==> src/rtl/spi_master_pkg.sv <==
// rtl/spi_master_pkg.sv - shared state type, mode bit indices and chip-select width helper
package spi_master_pkg;

    typedef enum logic [2:0] {
        IDLE = 3'd0,
        LEAD = 3'd1,
        XFER = 3'd2,
        LAG  = 3'd3,
        DONE = 3'd4
    } spi_state_t;

    localparam int CPOL_IDX = 1;
    localparam int CPHA_IDX = 0;

    function automatic int cs_sel_width(input int num_cs);
        return (num_cs > 1) ? $clog2(num_cs) : 1;
    endfunction

endpackage

==> src/rtl/spi_clk_gen.sv <==
// rtl/spi_clk_gen.sv - SCLK divider: half-period strobe, leading/trailing phase and SCLK level
module spi_clk_gen #(
    parameter int HALF_DIV = 4
) (
    input  logic clk,
    input  logic reset,
    input  logic en,
    input  logic toggle,
    input  logic load,
    input  logic load_cpol,
    output logic tick,
    output logic leading,
    output logic sclk
);
    localparam int CNT_W = (HALF_DIV > 1) ? $clog2(HALF_DIV) : 1;
    localparam logic [CNT_W-1:0] CNT_MAX = CNT_W'(HALF_DIV - 1);

    logic [CNT_W-1:0] cnt;
    logic             phase;

    assign tick    = en && (cnt == CNT_MAX);
    assign leading = !phase;

    // Counter wraps exactly when the FSM changes state, so each state starts a fresh half-period.
    always_ff @(posedge clk) begin
        if (reset) begin
            cnt   <= '0;
            phase <= 1'b0;
            sclk  <= 1'b0;
        end else begin
            if (!en || tick) begin
                cnt <= '0;
            end else begin
                cnt <= cnt + 1'b1;
            end
            if (load) begin
                phase <= 1'b0;
                sclk  <= load_cpol;
            end else if (tick && toggle) begin
                phase <= ~phase;
                sclk  <= ~sclk;
            end
        end
    end

endmodule

==> src/rtl/spi_master_param.sv <==
// rtl/spi_master_param.sv - parametrised SPI master top; SPI_MASTER_LSB_FIRST_EN adds lsb_first port
module spi_master_param
    import spi_master_pkg::*;
#(
    parameter int DATA_W   = 8,
    parameter int HALF_DIV = 4,
    parameter int NUM_CS   = 2,
    localparam int CS_SEL_W = cs_sel_width(NUM_CS)
) (
    input  logic                clk,
    input  logic                reset,
    input  logic                start,
    input  logic [1:0]          mode,
    input  logic [CS_SEL_W-1:0] cs_sel,
    input  logic [DATA_W-1:0]   tx_data,
`ifdef SPI_MASTER_LSB_FIRST_EN
    input  logic                lsb_first,
`endif
    output logic [DATA_W-1:0]   rx_data,
    output logic                busy,
    output logic                done,
    output logic                sclk,
    output logic                mosi,
    input  logic                miso,
    output logic [NUM_CS-1:0]   cs_n
);
    localparam int EC_W = $clog2(2 * DATA_W);
    localparam logic [EC_W-1:0] EC_LAST = EC_W'(2 * DATA_W - 1);

    spi_state_t        state, state_nxt;
    logic [1:0]        mode_q;
    logic [DATA_W-1:0] tx_sr, rx_sr;
    logic [EC_W-1:0]   ecnt;
    logic              lsb_in, lsb_q;
    logic              cs_valid, accept, tick, leading, last_edge, in_xfer, clk_en;
    logic              sample, shift;
    logic [DATA_W-1:0] rx_data_d;
    logic [NUM_CS-1:0] cs_n_d;
    logic              busy_d, done_d, mosi_d;

`ifdef SPI_MASTER_LSB_FIRST_EN
    assign lsb_in = lsb_first;
`else
    assign lsb_in = 1'b0;
`endif

    function automatic logic first_bit(input logic [DATA_W-1:0] w, input logic lsb);
        return lsb ? w[0] : w[DATA_W-1];
    endfunction

    function automatic logic [DATA_W-1:0] advance(input logic [DATA_W-1:0] w, input logic lsb);
        return lsb ? (w >> 1) : (w << 1);
    endfunction

    assign cs_valid  = ({1'b0, cs_sel} < (CS_SEL_W + 1)'(NUM_CS));
    assign accept    = (state == IDLE) && start && cs_valid;
    assign in_xfer   = (state == XFER);
    assign clk_en    = (state == LEAD) || in_xfer || (state == LAG);
    assign last_edge = (ecnt == EC_LAST);
    // CPHA=0 samples on leading edges, CPHA=1 on trailing; the launch edge is the other one.
    assign sample    = tick && in_xfer && (leading ^ mode_q[CPHA_IDX]);
    assign shift     = tick && in_xfer &&
                       (mode_q[CPHA_IDX] ? leading : (!leading && !last_edge));

    spi_clk_gen #(.HALF_DIV(HALF_DIV)) u_clk_gen (
        .clk       (clk),
        .reset     (reset),
        .en        (clk_en),
        .toggle    (in_xfer),
        .load      (accept),
        .load_cpol (mode[CPOL_IDX]),
        .tick      (tick),
        .leading   (leading),
        .sclk      (sclk)
    );

    always_ff @(posedge clk) begin
        if (reset) begin
            state <= IDLE;
        end else begin
            state <= state_nxt;
        end
    end

    always_comb begin
        state_nxt = state;
        case (state)
            IDLE:    if (accept) state_nxt = LEAD;
            LEAD:    if (tick) state_nxt = XFER;
            XFER:    if (tick && last_edge) state_nxt = LAG;
            LAG:     if (tick) state_nxt = DONE;
            DONE:    state_nxt = IDLE;
            default: state_nxt = IDLE;
        endcase
    end

    always_comb begin
        busy_d    = (state != IDLE);
        done_d    = (state == DONE);
        rx_data_d = (state == DONE) ? rx_sr : rx_data;
        cs_n_d    = cs_n;
        mosi_d    = mosi;
        if (accept) begin
            for (int i = 0; i < NUM_CS; i++) begin
                cs_n_d[i] = (CS_SEL_W'(i) != cs_sel);
            end
            if (!mode[CPHA_IDX]) begin
                mosi_d = first_bit(tx_data, lsb_in);
            end
        end else begin
            if (state == DONE) begin
                cs_n_d = '1;
            end
            if (shift) begin
                mosi_d = first_bit(tx_sr, lsb_q);
            end
        end
    end

    always_ff @(posedge clk) begin
        if (reset) begin
            mode_q <= '0;
            lsb_q  <= 1'b0;
            tx_sr  <= '0;
            rx_sr  <= '0;
            ecnt   <= '0;
        end else begin
            if (accept) begin
                mode_q <= mode;
                lsb_q  <= lsb_in;
                tx_sr  <= mode[CPHA_IDX] ? tx_data : advance(tx_data, lsb_in);
                rx_sr  <= '0;
                ecnt   <= '0;
            end else begin
                if (shift) begin
                    tx_sr <= advance(tx_sr, lsb_q);
                end
                if (sample) begin
                    rx_sr <= lsb_q ? {miso, rx_sr[DATA_W-1:1]} : {rx_sr[DATA_W-2:0], miso};
                end
                if (tick && in_xfer) begin
                    ecnt <= ecnt + 1'b1;
                end
            end
        end
    end

    always_ff @(posedge clk) begin
        if (reset) begin
            rx_data <= '0;
            busy    <= 1'b0;
            done    <= 1'b0;
            mosi    <= 1'b0;
            cs_n    <= '1;
        end else begin
            rx_data <= rx_data_d;
            busy    <= busy_d;
            done    <= done_d;
            mosi    <= mosi_d;
            cs_n    <= cs_n_d;
        end
    end

endmodule

==> config.mk <==
export PLATFORM = sky130hd
export DESIGN_NAME = spi_master_param
export DESIGN_NICKNAME = d
export VERILOG_FILES = /design/src/rtl/spi_master_pkg.sv /design/src/rtl/spi_clk_gen.sv /design/src/rtl/spi_master_param.sv
export SDC_FILE = /design/constraint.sdc
export NUM_CORES = 1
export LEC_CHECK = 0
export CORE_ASPECT_RATIO = 0.75
export CORE_MARGIN = 8
export CORE_UTILIZATION = 55
export DETAILED_ROUTE_END_ITERATION = 10
export DONT_BUFFER_PORTS = 1
export PLACE_DENSITY = 0.83
export SETUP_SLACK_MARGIN = 0.15
export SYNTH_ARGS = -nofsm -noshare
export SYNTH_HDL_FRONTEND = slang
export SYNTH_HIERARCHICAL = 1
export SYNTH_SLANG_ARGS = --single-unit
==> constraint.sdc <==
create_clock -name clk -period 1.7 [get_ports clk]
set_input_delay 0.17 -clock clk [delete_from_list [all_inputs] [get_ports clk]]
set_output_delay 0.17 -clock clk [all_outputs]
set_load 0.02 [all_outputs]
**Word-level counts from Yosys, hierarchy flattened**

Cells that the tools add are included.

- Register bits after elaboration: 41
- Input bits: 15
- Output and inout port bits: 14
- Word-level logic and storage cells: 68

- Add/sub/neg operators: 2
- Equality and inequality tests: 11
- Mux-type cells: 16
- Bitwise operators: 4
- Reductions and logical operators: 22

Operators by type and width:

| operator | count |
|---|---|
| $mux 8 | 3 |
| $mux 3 | 4 |
| $pmux 3 s4 | 1 |
| $ne 2x2->1 const B | 4 |
| $logic_and 1x1->1 | 7 |
| $eq 3x2->1 const B | 2 |
| $mux 1 | 6 |
| $reduce_bool 2->1 | 3 |
| $add 4x1->4 const B | 1 |
| $eq 4x4->1 const B | 1 |
| $mux 2 | 2 |
| $reduce_and 4->1 | 1 |
| $reduce_or 2->1 | 2 |
| $eq 3x1->1 const B | 1 |
| $eq 3x3->1 const B | 1 |
| $logic_not 1->1 | 3 |
| $logic_not 3->1 | 1 |
| $logic_or 1x1->1 | 3 |
| $not 1->1 | 3 |
| $reduce_bool 3->1 | 1 |
| $add 2x1->2 const B | 1 |
| $eq 2x2->1 const B | 1 |
| $ne 2x1->1 const B | 1 |
| $reduce_and 2->1 | 1 |
| $xor 1x1->1 | 1 |

**Logic depth before layout (Yosys ltp)**

- Depth in word-level cells: 8
- Depth in mapped cells: 9
- Gate-level depth less buffers: 7

**Hierarchy**

Netlist, hierarchy kept.

By module, submodules not included:

| module | times used | cells each | area an instance (µm²) | seq. area each (µm²) |
|---|---|---|---|---|
| spi_master_param | 1 | 180 | 1,661.6 | 740.7 |
| spi_clk_gen | 1 | 16 | 173.9 | 80.1 |

**Least setup slack after synthesis**

OpenSTA, ideal clock, no wires.

- Path kind: reg2reg
- Start: register state[0]
- End: register tx_sr[4]
- Library setup time: 0.128 ns
- Data arrival time: 1.699 ns
- Data required time: 1.572 ns
- Path slack: -0.127 ns
- Stages on the path, launching flop included: 9
- Path buffers: 3
- Period minus slack after synthesis: 1.827 ns
- Cell sequence: dfxtp_1 > buf_6 > or4b_4 > buf_6 > clkinv_4 > buf_12 > mux2_4 > mux2i_1 > nor2_1

- Elaborated cells between the ends (all ways): 12
- Those cells by class: eq/ne (3); mux (1); reduce/logical (8)

RTL lines:

| element | line | text |
|---|---|---|
| start, declared | spi_master_param.sv:30 | `spi_state_t state, state_nxt;` |
| start signal, assigned | spi_master_param.sv:81 | `state <= state_nxt;` |
| $logic_not 3->1 (*) | spi_master_param.sv:56 | `assign accept = (state == IDLE) && start && cs_valid;` |
| $logic_and 1x1->1 (*) | spi_master_param.sv:56 |  |
| via accept | spi_master_param.sv:35 | `logic cs_valid, accept, tick, leading, last_edge, in_xfer, clk_en;` |
| $mux 8 / $reduce_bool 2->1 (equally long branches) | - |  |
| end signal, assigned | spi_master_param.sv:131 | `tx_sr <= mode[CPHA_IDX] ? tx_data : advance(tx_data, lsb_in);` |
| end signal, assigned | spi_master_param.sv:136 | `tx_sr <= advance(tx_sr, lsb_q);` |
| end, declared | spi_master_param.sv:32 | `logic [DATA_W-1:0] tx_sr, rx_sr;` |

Mark *: on every way through the listed nets, which the timed path passes. The rest lies on a longest branch.
A chain may end at the register's enable or synchronous reset.

**Worst setup path after layout**

- Start: register state[0]
- End: register tx_sr[6]

- Word-level cells in the longest chain between the ends: 7
- Elaborated cells between the ends (all ways): 12
- Those cells by class: eq/ne (3); mux (1); reduce/logical (8)

RTL lines:

| element | line | text |
|---|---|---|
| $eq 3x1->1 / $eq 3x2->1 (equally long branches) | spi_master_param.sv:58, spi_master_param.sv:57 |  |
| $logic_or 1x1->1 (2 in series) | spi_master_param.sv:58 | `assign clk_en = (state == LEAD) \|\| in_xfer \|\| (state == LAG);` |
| $logic_and 1x1->1 | spi_clk_gen.sv:21 | `assign tick = en && (cnt == CNT_MAX);` |
| $logic_and 1x1->1 (2 in series) | spi_master_param.sv:62 | `assign shift = tick && in_xfer &&` |
| $reduce_bool 2->1 (no line) | - |  |

Parallel ways exist; a longest one is shown, timed or not.

==> reports/results.ini <==
[synth]
synth_edf_count=0
synth_top_area_share_pct=44.7
synth_area_um2=1840
yosysTopAreaCell=dfxtp_1
synthesis.nets=213
yosys_register_bits=41
ys_seq_area_share_pct=44.7
synthArstFlopShare_pct=0
synth.distinct_cells=35
yosysWarnings=6
synth.area.top_cells=dfxtp_1, nand2_1, mux2_2
postSynthCellCount=196
ys.flop_type=dfxtp_1
avgSynthCellArea_um2=9.36

[pwr]
ir_worst_vdd_v=0.000585
leakage_nw=0.848
pwr_density_cell_nw_per_um2=955

[setup_path]
start_kind=flop
endpoint=tx_sr[6]
critPathLaunch=state[0]
r2r_end=tx_sr[6]
path_class=flop to flop
arrival_ns=1.87
reg2reg_depth=5
cp-end-kind=flop
r2r_slack_ns=0.02
crit_required_ns=1.89
rr_startpoint=state[0]
crit_fanout=11

[sta]
slew_headroom_pct=74.4
finalMaxSlewViolations=0
setup_viol=0
finalCriticalPeriod_ns=1.68
worst_slew_pin_slew_ns=0.381
setup_tns_ns=0
fin_skew_ns=0.00953
finalCritPeriodShare_pct=99.0
finalHoldViolCount=25
whs_ns=-0.0752
rsz0062_at_grt=yes
fmax_mhz=594

[die]
rows=18
die_height_um=66.0
start_util_pct=56.6
io_pins=29
design.die.area_um2=5460
fp.coreArea_um2=3240
dieWidth_um=82.7

[clock_tree]
root_buffer=clkbuf_8
numCtsBuffers=5
cts_buffer_depth=2
path_clk_slew_ns=0.08
cts_tree=yes
hold_buffers=3
clock_latency_ns=0.30
clock_sinks=41
h-tree-depth=2

[route]
drt_wl_total_mm=4.03
dr_total_vias=1445
antenna_left=0
route.detailed.drc=0
drt_iter0_drc=146
drt-wirelength-per-cell_um=15.5
first_pass_iters=4
drt-vias-per-instance=5.56

[outcome]
violations=hold timing
status=finished with violations

[global_route]
grt_max_degree=31
grt_pass1_vias=1382
antenna_found_initial=0
grt_pass1_wl_mm=6.32
gr-usage-all-layers_pct=15.1
grt-ovfl-total=0

[place]
place_congestion=0.859
portBuffers=0
hpwl_mm=2.60
postPlaceCellArea_um2=1910
dp.cells=240

[flow_run]
drv_cap=0

[cells_and_area]
drive_gt1_share_pct=31.8
final_util_pct=68.9
nets=236
final_cells=260
fin_area_um2=2240
diodes=0
area_growth_pct=21.8

[min_path]
holdCritPathClass=input port to flop

==> worst max-delay path, stage by stage, from the launching register on <==
cell and delay (ns):
dfxtp_2 0.34, or4b_4 0.60, clkinv_8 0.11, mux2_4 0.30
mux2i_2 0.16, nor2_1 0.07
==> metal layers <==
layer / global-route usage, % / vias up / share of wire [%]
met1: 17.5 / 689 / 43
met3: 7.74 / 8 / 8.7
met2: 23.1 / 35 / 46
met5: 0 / - / 0
li1: - / 713 / -
met4: 5.58 / 0 / 1.6
==> registers in the layout (all words and copies together), names as in the netlist, 2 cells and up <==
register	flops
u_clk_gen/cnt	2
cs_n	2
tx_sr	8
state	3
rx_data	8
ecnt	4
rx_sr	8
==> stage by stage <==
step                setup slack [ns]  total power, mW
floorplan                     -0.127             1.16
global placement              0.0445             1.16
detailed placement           -0.0101             1.17
CTS                           0.0478             2.13
global route                 -0.0513             2.20
finish                        0.0169             2.13
==> worst min-delay path by stage <==
stage / start / endpoint / cells after the start / slack (ns)
3_5_place_dp: reset / rx_data[7] / 1 / 0.25
6_report: reset / state[2] / 1 / -0.08
3_3_place_gp: reset / rx_data[6] / 1 / 0.24
4_1_cts: reset / rx_data[7] / 1 / -0.08
2_1_floorplan: reset / u_clk_gen/phase / 1 / 0.25
5_1_grt: reset / rx_data[7] / 1 / -0.1
==> what timing repair did <==
item                                   4_1_cts  5_1_grt
setup buffers                                3        6
endpoints found under the hold margin       28       25
pin swaps                                    0        7
setup endpoints to repair                   18       21
gates resized for setup                     10       14
==> placed cells by master (no fill, tap or decap), types with 3 or more instances in the layout <==
master,n
nor3_1,7
buf_6,4
a21oi_1,18
dlygate4sd3_1,3
mux2_4,4
nand3_1,9
inv_1,3
nand2_1,29
mux2i_1,8
xnor2_1,5
dfxtp_2,4
mux2_2,10
buf_4,21
clkbuf_8,5
xor2_1,3
dfxtp_1,37
nor2_1,14
==> kinds of logic (layout without fill, tap and decap cells) <==
kind of cell             count (synthesis)  after routing  synth area share (%)
multiplexers                            23             23                  14.3
adder cells (fa/ha/maj)                  2              2                  1.36
flip-flops                              41             41                  44.7
AND/OR/NAND/NOR                         80             80                  21.6
buffers and inverters                   16             40                  6.27
AO/OA/AOI/OAI                           26             26                  7.91
XOR/XNOR                                 8              8                  3.82
==> power by group <==
part,internal (mW),total [mW],switching [mW]
Sequential,0.981,1.00,0.0231
Clock,0.591,0.956,0.365
Combinational,0.101,0.174,0.0724
==> cells in the mapped netlist (3+ instances only) <==
cell type	n
mux2i_1	9
buf_2	3
clkbuf_1	4
dfxtp_1	41
mux2_4	4
xor2_1	3
nand3_1	11
nor2_1	16
buf_6	4
nor3_1	8
mux2_2	10
xnor2_1	5
nand2_1	31
a21oi_1	20
inv_1	3
==> area by class of cell <==
class	count	area (um2)
Clock buffer	5	68.8
Clock inverter	3	68.8
Fill cell	245	1010
Inverter	4	27.5
Multi-Input combinational cell	139	962
Sequential cell	41	826
Tap cell	40	50.0
Timing Repair Buffer	28	233
Note: power is estimated with default switching activity, not from simulation.
